**src/rtl/group_sequencer.sv**
```systemverilog
// Frame scheduler for electrode groups: walks the latched enable mask, optionally
// stimulates each group, blanks for settling, then gates the filter while acquiring samples.
module group_sequencer #(
  parameter int GROUPS            = 10,
  parameter int STIM_CYCLES       = 16,
  parameter int SETTLE_CYCLES     = 8,
  parameter int SAMPLES_PER_GROUP = 4,
  parameter int TIMEOUT           = 255
) (
  input  logic              clk,
  input  logic              reset,
  input  logic              start,
  input  logic              stop,
  input  logic              continuous,
  input  logic [GROUPS-1:0] group_enable_mask,
  input  logic [GROUPS-1:0] stim_group_mask,
  input  logic              processing_done,
  output logic [3:0]        current_group,
  output logic              filter_enable,
  output logic              stim_active,
  output logic              busy,
  output logic              frame_done,
  output logic              timeout_err
);

  typedef enum logic [2:0] {IDLE, SELECT, STIM, SETTLE, ACQUIRE, NEXT} state_t;

  localparam int            CW          = 16;
  localparam logic [CW-1:0] ONE         = CW'(1);
  localparam logic [CW-1:0] STIM_LAST   = CW'(STIM_CYCLES - 1);
  localparam logic [CW-1:0] SETTLE_LAST = CW'(SETTLE_CYCLES - 1);
  localparam logic [CW-1:0] SMP_LAST    = CW'(SAMPLES_PER_GROUP - 1);
  localparam logic [CW-1:0] TO_LIM      = CW'(TIMEOUT);
  localparam logic [3:0]    LAST_GRP    = 4'(GROUPS - 1);

  state_t              state_q, state_d;
  logic [3:0]          ptr_q, ptr_d;
  logic [3:0]          grp_q, grp_d;
  logic [GROUPS-1:0]   en_q, en_d;
  logic [GROUPS-1:0]   st_q, st_d;
  logic [CW-1:0]       cnt_q, cnt_d;
  logic [CW-1:0]       smp_q, smp_d;
  logic [CW-1:0]       wait_q, wait_d;
  logic                filt_q, filt_d;
  logic                stim_q, stim_d;
  logic                busy_q, busy_d;
  logic                fdone_q, fdone_d;
  logic                terr_q, terr_d;

  always_comb begin
    state_d = state_q;
    ptr_d   = ptr_q;
    grp_d   = grp_q;
    en_d    = en_q;
    st_d    = st_q;
    cnt_d   = cnt_q;
    smp_d   = smp_q;
    wait_d  = wait_q;
    terr_d  = terr_q;
    fdone_d = 1'b0;

    case (state_q)
      IDLE: begin
        if (start && !stop) begin
          en_d    = group_enable_mask;
          st_d    = stim_group_mask;
          ptr_d   = 4'd0;
          terr_d  = 1'b0;
          state_d = SELECT;
        end
      end
      SELECT: begin
        cnt_d  = '0;
        smp_d  = '0;
        wait_d = '0;
        if (en_q[ptr_q]) begin
          grp_d   = ptr_q;
          state_d = st_q[ptr_q] ? STIM : ACQUIRE;
        end else begin
          state_d = NEXT;
        end
      end
      STIM: begin
        if (cnt_q >= STIM_LAST) begin
          cnt_d   = '0;
          state_d = (SETTLE_CYCLES == 0) ? ACQUIRE : SETTLE;
        end else begin
          cnt_d = cnt_q + ONE;
        end
      end
      SETTLE: begin
        if (cnt_q >= SETTLE_LAST) begin
          cnt_d   = '0;
          state_d = ACQUIRE;
        end else begin
          cnt_d = cnt_q + ONE;
        end
      end
      ACQUIRE: begin
        // A done pulse restarts the wait window; the timeout only fires on silence.
        if (processing_done) begin
          wait_d = '0;
          if (smp_q >= SMP_LAST) state_d = NEXT;
          else                   smp_d   = smp_q + ONE;
        end else if ((wait_q + ONE) >= TO_LIM) begin
          wait_d  = TO_LIM;
          terr_d  = 1'b1;
          state_d = NEXT;
        end else begin
          wait_d = wait_q + ONE;
        end
      end
      NEXT: begin
        if (ptr_q >= LAST_GRP) begin
          fdone_d = 1'b1;
          if (continuous) begin
            en_d    = group_enable_mask;
            st_d    = stim_group_mask;
            ptr_d   = 4'd0;
            state_d = SELECT;
          end else begin
            state_d = IDLE;
          end
        end else begin
          ptr_d   = ptr_q + 4'd1;
          state_d = SELECT;
        end
      end
      default: state_d = IDLE;
    endcase

    if (stop) begin
      state_d = IDLE;
      fdone_d = 1'b0;
      cnt_d   = '0;
      smp_d   = '0;
      wait_d  = '0;
    end

    filt_d = (state_d == ACQUIRE);
    stim_d = (state_d == STIM);
    busy_d = (state_d != IDLE);
  end

  always_ff @(posedge clk or posedge reset) begin
    if (reset) begin
      state_q <= IDLE;
      ptr_q   <= 4'd0;
      grp_q   <= 4'd0;
      en_q    <= '0;
      st_q    <= '0;
      cnt_q   <= '0;
      smp_q   <= '0;
      wait_q  <= '0;
      filt_q  <= 1'b0;
      stim_q  <= 1'b0;
      busy_q  <= 1'b0;
      fdone_q <= 1'b0;
      terr_q  <= 1'b0;
    end else begin
      state_q <= state_d;
      ptr_q   <= ptr_d;
      grp_q   <= grp_d;
      en_q    <= en_d;
      st_q    <= st_d;
      cnt_q   <= cnt_d;
      smp_q   <= smp_d;
      wait_q  <= wait_d;
      filt_q  <= filt_d;
      stim_q  <= stim_d;
      busy_q  <= busy_d;
      fdone_q <= fdone_d;
      terr_q  <= terr_d;
    end
  end

  assign current_group = grp_q;
  assign filter_enable = filt_q;
  assign stim_active   = stim_q;
  assign busy          = busy_q;
  assign frame_done    = fdone_q;
  assign timeout_err   = terr_q;

endmodule

```
**config.mk**
```make
export PLATFORM = sky130hd
export DESIGN_NAME = group_sequencer
export DESIGN_NICKNAME = d
export VERILOG_FILES = /design/src/rtl/group_sequencer.sv
export SDC_FILE = /design/constraint.sdc
export NUM_CORES = 1
export LEC_CHECK = 0
export BUFFER_PORTS_ARGS = -buffer_cell sky130_fd_sc_hd__buf_2
export CAP_MARGIN = 25
export CORE_MARGIN = 3
export CORE_UTILIZATION = 40
export DETAILED_ROUTE_END_ITERATION = 12
export PLACE_DENSITY = 0.65
export REMOVE_ABC_BUFFERS = 1
export SLEW_MARGIN = 20
export SYNTH_ARGS = -nofsm -noshare
export SYNTH_HDL_FRONTEND = slang
export SYNTH_SLANG_ARGS = --single-unit
```
**constraint.sdc**
```tcl
create_clock -name clk -period 2.6 [get_ports clk]
set_input_delay 0.26 -clock clk [delete_from_list [all_inputs] [get_ports clk]]
set_output_delay 0.26 -clock clk [all_outputs]
set_load 0.01 [all_outputs]
```
==> run_results.csv, run 1 <==
group,metric,value,unit
layout,n_antenna_cell,0,
critical_path,critPathRequiredTime,2820,ps
floorplanning,fp.dieW,108,um
routing,wirelength,8470,um
clock_network,cts_resized,0,
clock_network,numCtsBuffers,9,
power,power.internal,2.18,mW
placement,placed_area,0.00453,mm^2
floorplanning,die_height,108,um
critical_path,critical_path_class,"register to register",
timing,finalSetupTns,0,ps
routing,drt-pass1-iter-count,4,
floorplanning,ios,35,
power,p_sw,0.860,mW
layout,syn2layout_area_growth,13.7,%
power,combPwrFrac,17.4,%
global_route,grt_use_total,15.6,%
timing,maxSlewHeadroom,60.8,%
clock_network,cts.clk_slew.worst_paths,90,ps
clock_network,cts_setup_buffers,0,
power,p_per_area,641,mW/mm^2
yosys,synthArstFlopShare,100,%
global_route,grt_max_degree,40,
timing,worst_pin_slew,586,ps
clock_network,clk_latency,350,ps
timing,fin_skew,10.8,ps
routing,drc,0,
yosys,ys.flop_type,"dfrtp_1",
placement,dp_cells,565,
floorplanning,initial_core_util,41.9,%
status,status,"finished clean",
routing,viasPerCell,5.38,
critical_path,end_kind,"register",
placement,gp_congestion,0.819,
yosys,postSynthCellCount,401,
clock_network,htreeDepth,3,
clock_network,clk_path_buf_depth,2,
yosys,synth_edf_count,0,
routing,vias,3130,
timing,final-setup-viol-count,0,
power,p_leak,2.18,nW
yosys,post_synth.cell_area_avg,10.4,um^2
global_route,grt_pass1_wl,14800,um
global_route,grt_overflow,0,
global_route,grt_antenna_before_repair,0,
global_route,grt_pass1_vias,3079,
floorplanning,rows,36,
worst_hold_path,hp-class,"input port to register",
layout,fillCellCount,920,
timing,period_share,87.9,%
power,seq_power_share,51.5,%
timing,fin_hold_ws,118,ps
yosys,yosys_warnings,0,
timing,rsz0062_at_grt,"no",
floorplanning,die_area,0.0117,mm^2
yosys,synthTopCellsByArea,"dfrtp_1 50%, mux2_1 4.3%, nor2_1 4.2%, mux2_2 2.7%, and3_1 2.6%",
routing,wl_per_cell,14.6,um
floorplanning,core_area,0.00995,mm^2
timing,slew_viol_final,0,
yosys,synth_seq_area_share,50.4,%
critical_path,cp_max_fo,10,
clock_network,cts_tree,"done",
power,peakVddDrop,375,uV
routing,detail_route.iter0.violations,159,
power,pwr-share-clk,31.1,%
yosys,synth-seq-cells,84,
yosys,yosys.area.top_type,"dfrtp_1",
placement,dp_hpwl,6110,um
routing,ant_nets,0,
layout,utilization,47.6,%
timing,fmax,438,MHz
clock_network,clkSinkCount,84,
layout,drive_gt1_share,17.8,%
yosys,yosys.cell_types.count,57,
layout,layout.cells.non_filler,582,
power,switching_share,28.3,%
timing,finalHoldViolations,0,
placement,port_buffers,34,
layout,finalInstanceArea,0.00474,mm^2
timing,fin_crit,2290,ps
critical_path,setup.worst_path.start_class,"register",
layout,nets,477,
yosys,synth_top_area_share,50.4,%
yosys,syn_area,0.00417,mm^2
run,maxCapViolations,0,
critical_path,crit_arrival,2510,ps
clock_network,root_buffer,"clkbuf_8",
-- critical path, cell delays in order, from the launching register on --
cell      delay [ps]
dfrtp_1          510
nand4_1          330
nor4_1           360
a311oi_1         160
a211o_1          340
o21bai_4         300
o311ai_1         160
-- power by group through the flow --
| stage | Combinational (mW) | Clock (mW) | Sequential [mW] |
|---|---|---|---|
| global route | 0.601 | 1.05 | 1.59 |
| floorplan | 0.360 | 0 | 1.57 |
| global placement | 0.521 | 0 | 1.58 |
| finish | 0.529 | 0.945 | 1.56 |
| detailed placement | 0.534 | 0 | 1.59 |
| CTS | 0.539 | 0.976 | 1.57 |
-- cell families after synthesis --
logic type,share of synthesized area (%)
and+or+nand+nor,21.0
xor gates and xnor gates,2.31
buffers and inverters,3.12
DFF,50.4
muxes,9.40
adders and majority gates,2.10
AOI/OAI and AO/OA,11.7
-- synth_stat cells, types with 2 or more instances --
cell / number
dfrtp_1: 84
nor2_1: 47
a221oi_1: 2
and3_1: 17
o21a_1: 2
or2_1: 2
nand3b_1: 3
nand3_1: 18
nand2_1: 21
nor4_1: 9
xnor2_1: 3
inv_1: 16
buf_2: 8
nor3_1: 8
and4_1: 4
xor2_1: 8
nor3b_1: 3
a31oi_1: 10
and2_1: 9
a21oi_1: 11
clkbuf_1: 4
o21ai_1: 2
o211ai_1: 6
nor2b_1: 3
or4_1: 3
o21ai_0: 20
a211o_1: 4
mux2i_1: 5
ha_1: 7
a211oi_1: 2
nand4_1: 7
mux2_1: 16
o311ai_1: 3
or3_1: 2
mux2_2: 10
-- state kept, by name, indices dropped and copies added, names as in the netlist --
name / flops
cnt_q: 16
ptr_q: 4
frame_done: 1
filter_enable: 1
current_group: 4
st_q: 10
stim_active: 1
timeout_err: 1
en_q: 10
wait_q: 16
smp_q: 16
busy: 1
state_q: 3
-- routing by layer --
metal	share of wire [%]	up-vias	track usage (%)	routed length [um]
li1	-	1544	-	-
met1	49	1515	21.8	4160
met2	46	61	24.3	3860
met3	4.3	10	4.30	364
met4	1.0	0	3.61	87
met5	0	-	0	0
-- repair_timing --
action | in CTS | in global routing
hold endpoints to repair | 22 | 0
hold buffers | 1 | 0
endpoints found under the setup margin | 0 | 0
-- per-stage QoR --
step           setup WS, ps  total power [mW]
2_1_floorplan          -103              1.93
3_3_place_gp            386              2.11
3_5_place_dp            354              2.13
4_1_cts                 330              3.08
5_1_grt                 128              3.24
6_report                315              3.04
-- worst paths after layout --
check	startpoint	to	slack [ps]	cells past startpoint
setup / recovery	wait_q[3]$_DFFE_PP0P_	wait_q[3]$_DFFE_PP0P_	310	6
hold reg to reg	en_q[0]$_DFFE_PP0P_	en_q[0]$_DFFE_PP0P_	490	1
min in group asynchronous	reset	wait_q[4]$_DFFE_PP0P_	430	3
setup reg to reg	wait_q[3]$_DFFE_PP0P_	wait_q[3]$_DFFE_PP0P_	310	6
hold / removal	group_enable_mask[9]	en_q[9]$_DFFE_PP0P_	120	2
max in group asynchronous	reset	en_q[2]$_DFFE_PP0P_	1520	4
-- layout by cell type (no fill, tap or decap), drive strengths merged, types with 5 or more instances in the layout --
cell type  synthesis  final
o21ai             22     22
a21oi             11     11
buf                9     44
a31oi             10     10
inv               17     18
nor2              47     47
dfrtp             84     84
mux2              26     26
nand4              7      7
o211ai             6      6
nor4               9      9
ha                 7      7
nand3             19     19
and3              17     17
nor3               8      8
mux2i              5      5
xor2               8      8
nand2             21     21
and2               9      9
clkbuf             4     10
-- layout make-up --
type                            instances  area, um^2  area share (%)
Sequential cell                        84        2100            44.4
Multi-Input combinational cell        287        1940            40.9
Timing Repair Buffer                   45         268            5.65
Tap cell                              133         166            3.51
Clock buffer                           10         128            2.69
Clock inverter                          6        72.6            1.53
Inverter                               17        65.1            1.37
Note: power is estimated with default switching activity, not from simulation.
==> inputs of run 2 (changes only) <==
- REMOVE_ABC_BUFFERS: 1 -> default
==> run 2 against run 1 <==
  * Critical path depth rose by 1
  * Cell area increased by 0.13%
  * Flip-flop and latch count unchanged
  * Sequential share of layout area decreased by 0.059 points
  * Via count increased by 0.22%
  * Non-clock buffer count down 2
  * Sequential power about the same
  * Clock skew increased by 2.9 ps
  * Largest cell class unchanged
==> run_results.csv, run 2 (same netlist as run 1, synthesis figures left out) <==
group,metric,value,unit
placement,port_buffers,34,
layout,syn2layout_area_growth,13.8,%
critical_path,critical_path_class,"register to register",
layout,drive_gt1_share,17.7,%
floorplanning,rows,36,
clock_network,cts.clk_slew.worst_paths,80,ps
power,p_per_area,653,mW/mm^2
worst_hold_path,hp-start,"group_enable_mask[6]",
layout,n_antenna_cell,0,
layout,fillCellCount,943,
floorplanning,core_area,0.00995,mm^2
layout,reg_top3,"cnt_q: 16 flops, smp_q: 16 flops, wait_q: 16 flops",
critical_path,worstPathBufferInverterCount,2,
timing,final-setup-viol-count,0,
timing,period_share,90.3,%
critical_path,slowest_delay,460,ps
timing,fin_skew,13.6,ps
layout,nets,475,
critical_path,cp_max_fo,21,
floorplanning,die_height,108,um
routing,drc,0,
power,p_leak,2.18,nW
clock_network,clk_latency,350,ps
timing,finalHoldViolations,0,
critical_path,slowest_stage,"dfrtp_1",
layout,layout_common_cells,"84 x dfrtp_1, 47 x nor2_1, 34 x buf_2",
clock_network,cts_setup_buffers,0,
routing,wl_per_cell,14.5,um
critical_path,critPathRequiredTime,2820,ps
critical_path,end_kind,"register",
worst_hold_path,hp-class,"input port to register",
critical_path,setup.worst_path.start_class,"register",
global_route,grt_overflow,0,
global_route,grt_antenna_before_repair,0,
power,p_total,3.10,mW
critical_path,reg2reg_from,"ptr_q[1]$_DFFE_PP0P_",
clock_network,numCtsBuffers,9,
critical_path,path_cells,"inv_1, ha_1, or3b_2, a21oi_1, nor2_1, buf_4, mux2_1",
timing,rsz0062_at_grt,"no",
timing,slew_viol_final,0,
run,maxCapViolations,0,
routing,vias,3137,
timing,fmax,426,MHz
global_route,grt_pass1_vias,3130,
routing,drt-pass1-iter-count,5,
floorplanning,ios,35,
clock_network,htreeDepth,3,
timing,fin_crit,2350,ps
clock_network,clk_path_buf_depth,2,
timing,finalSetupTns,0,ps
floorplanning,die_area,0.0117,mm^2
clock_network,cts_resized,0,
global_route,grt_pass1_wl,14900,um
critical_path,crit_family,"simple AND/OR/NAND/NOR gates",
clock_network,clkSinkCount,84,
clock_network,cts.hold.buffers_added,1,
routing,ant_nets,0,
power,peakVddDrop,401,uV
layout,final_common_cell,"dfrtp_1",
global_route,grt_max_degree,84,
placement,dp_hpwl,6030,um
status,status,"finished clean",
routing,viasPerCell,5.41,
clock_network,root_buffer,"clkbuf_8",
timing,worst_pin_slew,628,ps
yosys,synthesis.nets,434,
routing,detail_route.iter0.violations,185,
floorplanning,fp.dieW,108,um
critical_path,cp-startpoint,"ptr_q[1]$_DFFE_PP0P_",
floorplanning,initial_core_util,41.9,%
routing,wirelength,8430,um
clock_network,cts_tree,"done",
placement,gp_congestion,0.838,
timing,maxSlewHeadroom,58.0,%
critical_path,crit_arrival,2570,ps
global_route,grt_use_total,15.8,%
-- run 2: worst register-to-register path, stage by stage, from the launching register on --
cell	delay, ps
dfrtp_1	460
inv_1	120
ha_1	190
or3b_2	460
a21oi_1	320
nor2_1	90
buf_4	230
mux2_1	360
-- run 2: layer usage --
metal | GRT usage [%] | part of all wire, %
met1 | 21.2 | 47
met2 | 25.5 | 48
met3 | 3.88 | 4.2
met4 | 4.60 | 1.1
met5 | 0 | 0
-- run 2: through the flow --
step,cell area (um^2),utilization (%),setup WS [ps],std cells,hold slack (ps)
floorplan,4170,-,175,401,374
global placement,4510,45.3,354,563,112
detailed placement,4510,45.3,283,563,113
CTS,4740,47.6,254,580,114
global route,4740,47.6,110,580,103
finish,4740,47.6,251,580,129
-- run 2: area by class of cell --
type	count	area, um^2	share of cell area (%)
inverter	17	65.1	1.37
tap	133	166	3.51
clock inverter	4	56.3	1.19
timing repair buffer	43	253	5.33
clock buffer	12	165	3.48
sequential	84	2100	44.3
multi-input combinational	287	1940	40.8
-- run 2: final timing paths --
check / slack (ps) / to / depth (start not counted)
worst min-delay path: 130 / en_q[6]$_DFFE_PP0P_ / 2
min in group asynchronous: 290 / stim_active$_DFF_PP0_ / 3
worst max register to register: 250 / st_q[9]$_DFFE_PP0P_ / 7
worst min register to register: 490 / st_q[8]$_DFFE_PP0P_ / 1
max in group asynchronous: 1710 / st_q[4]$_DFFE_PP0P_ / 4
worst max-delay path: 250 / st_q[9]$_DFFE_PP0P_ / 7
-- run 2: power by group --
group / switching, mW / total [mW] / internal, mW
combinational: 0.271 / 0.530 / 0.259
clock: 0.473 / 1.00 / 0.528
sequential: 0.102 / 1.57 / 1.46
total: 0.847 / 3.10 / 2.25
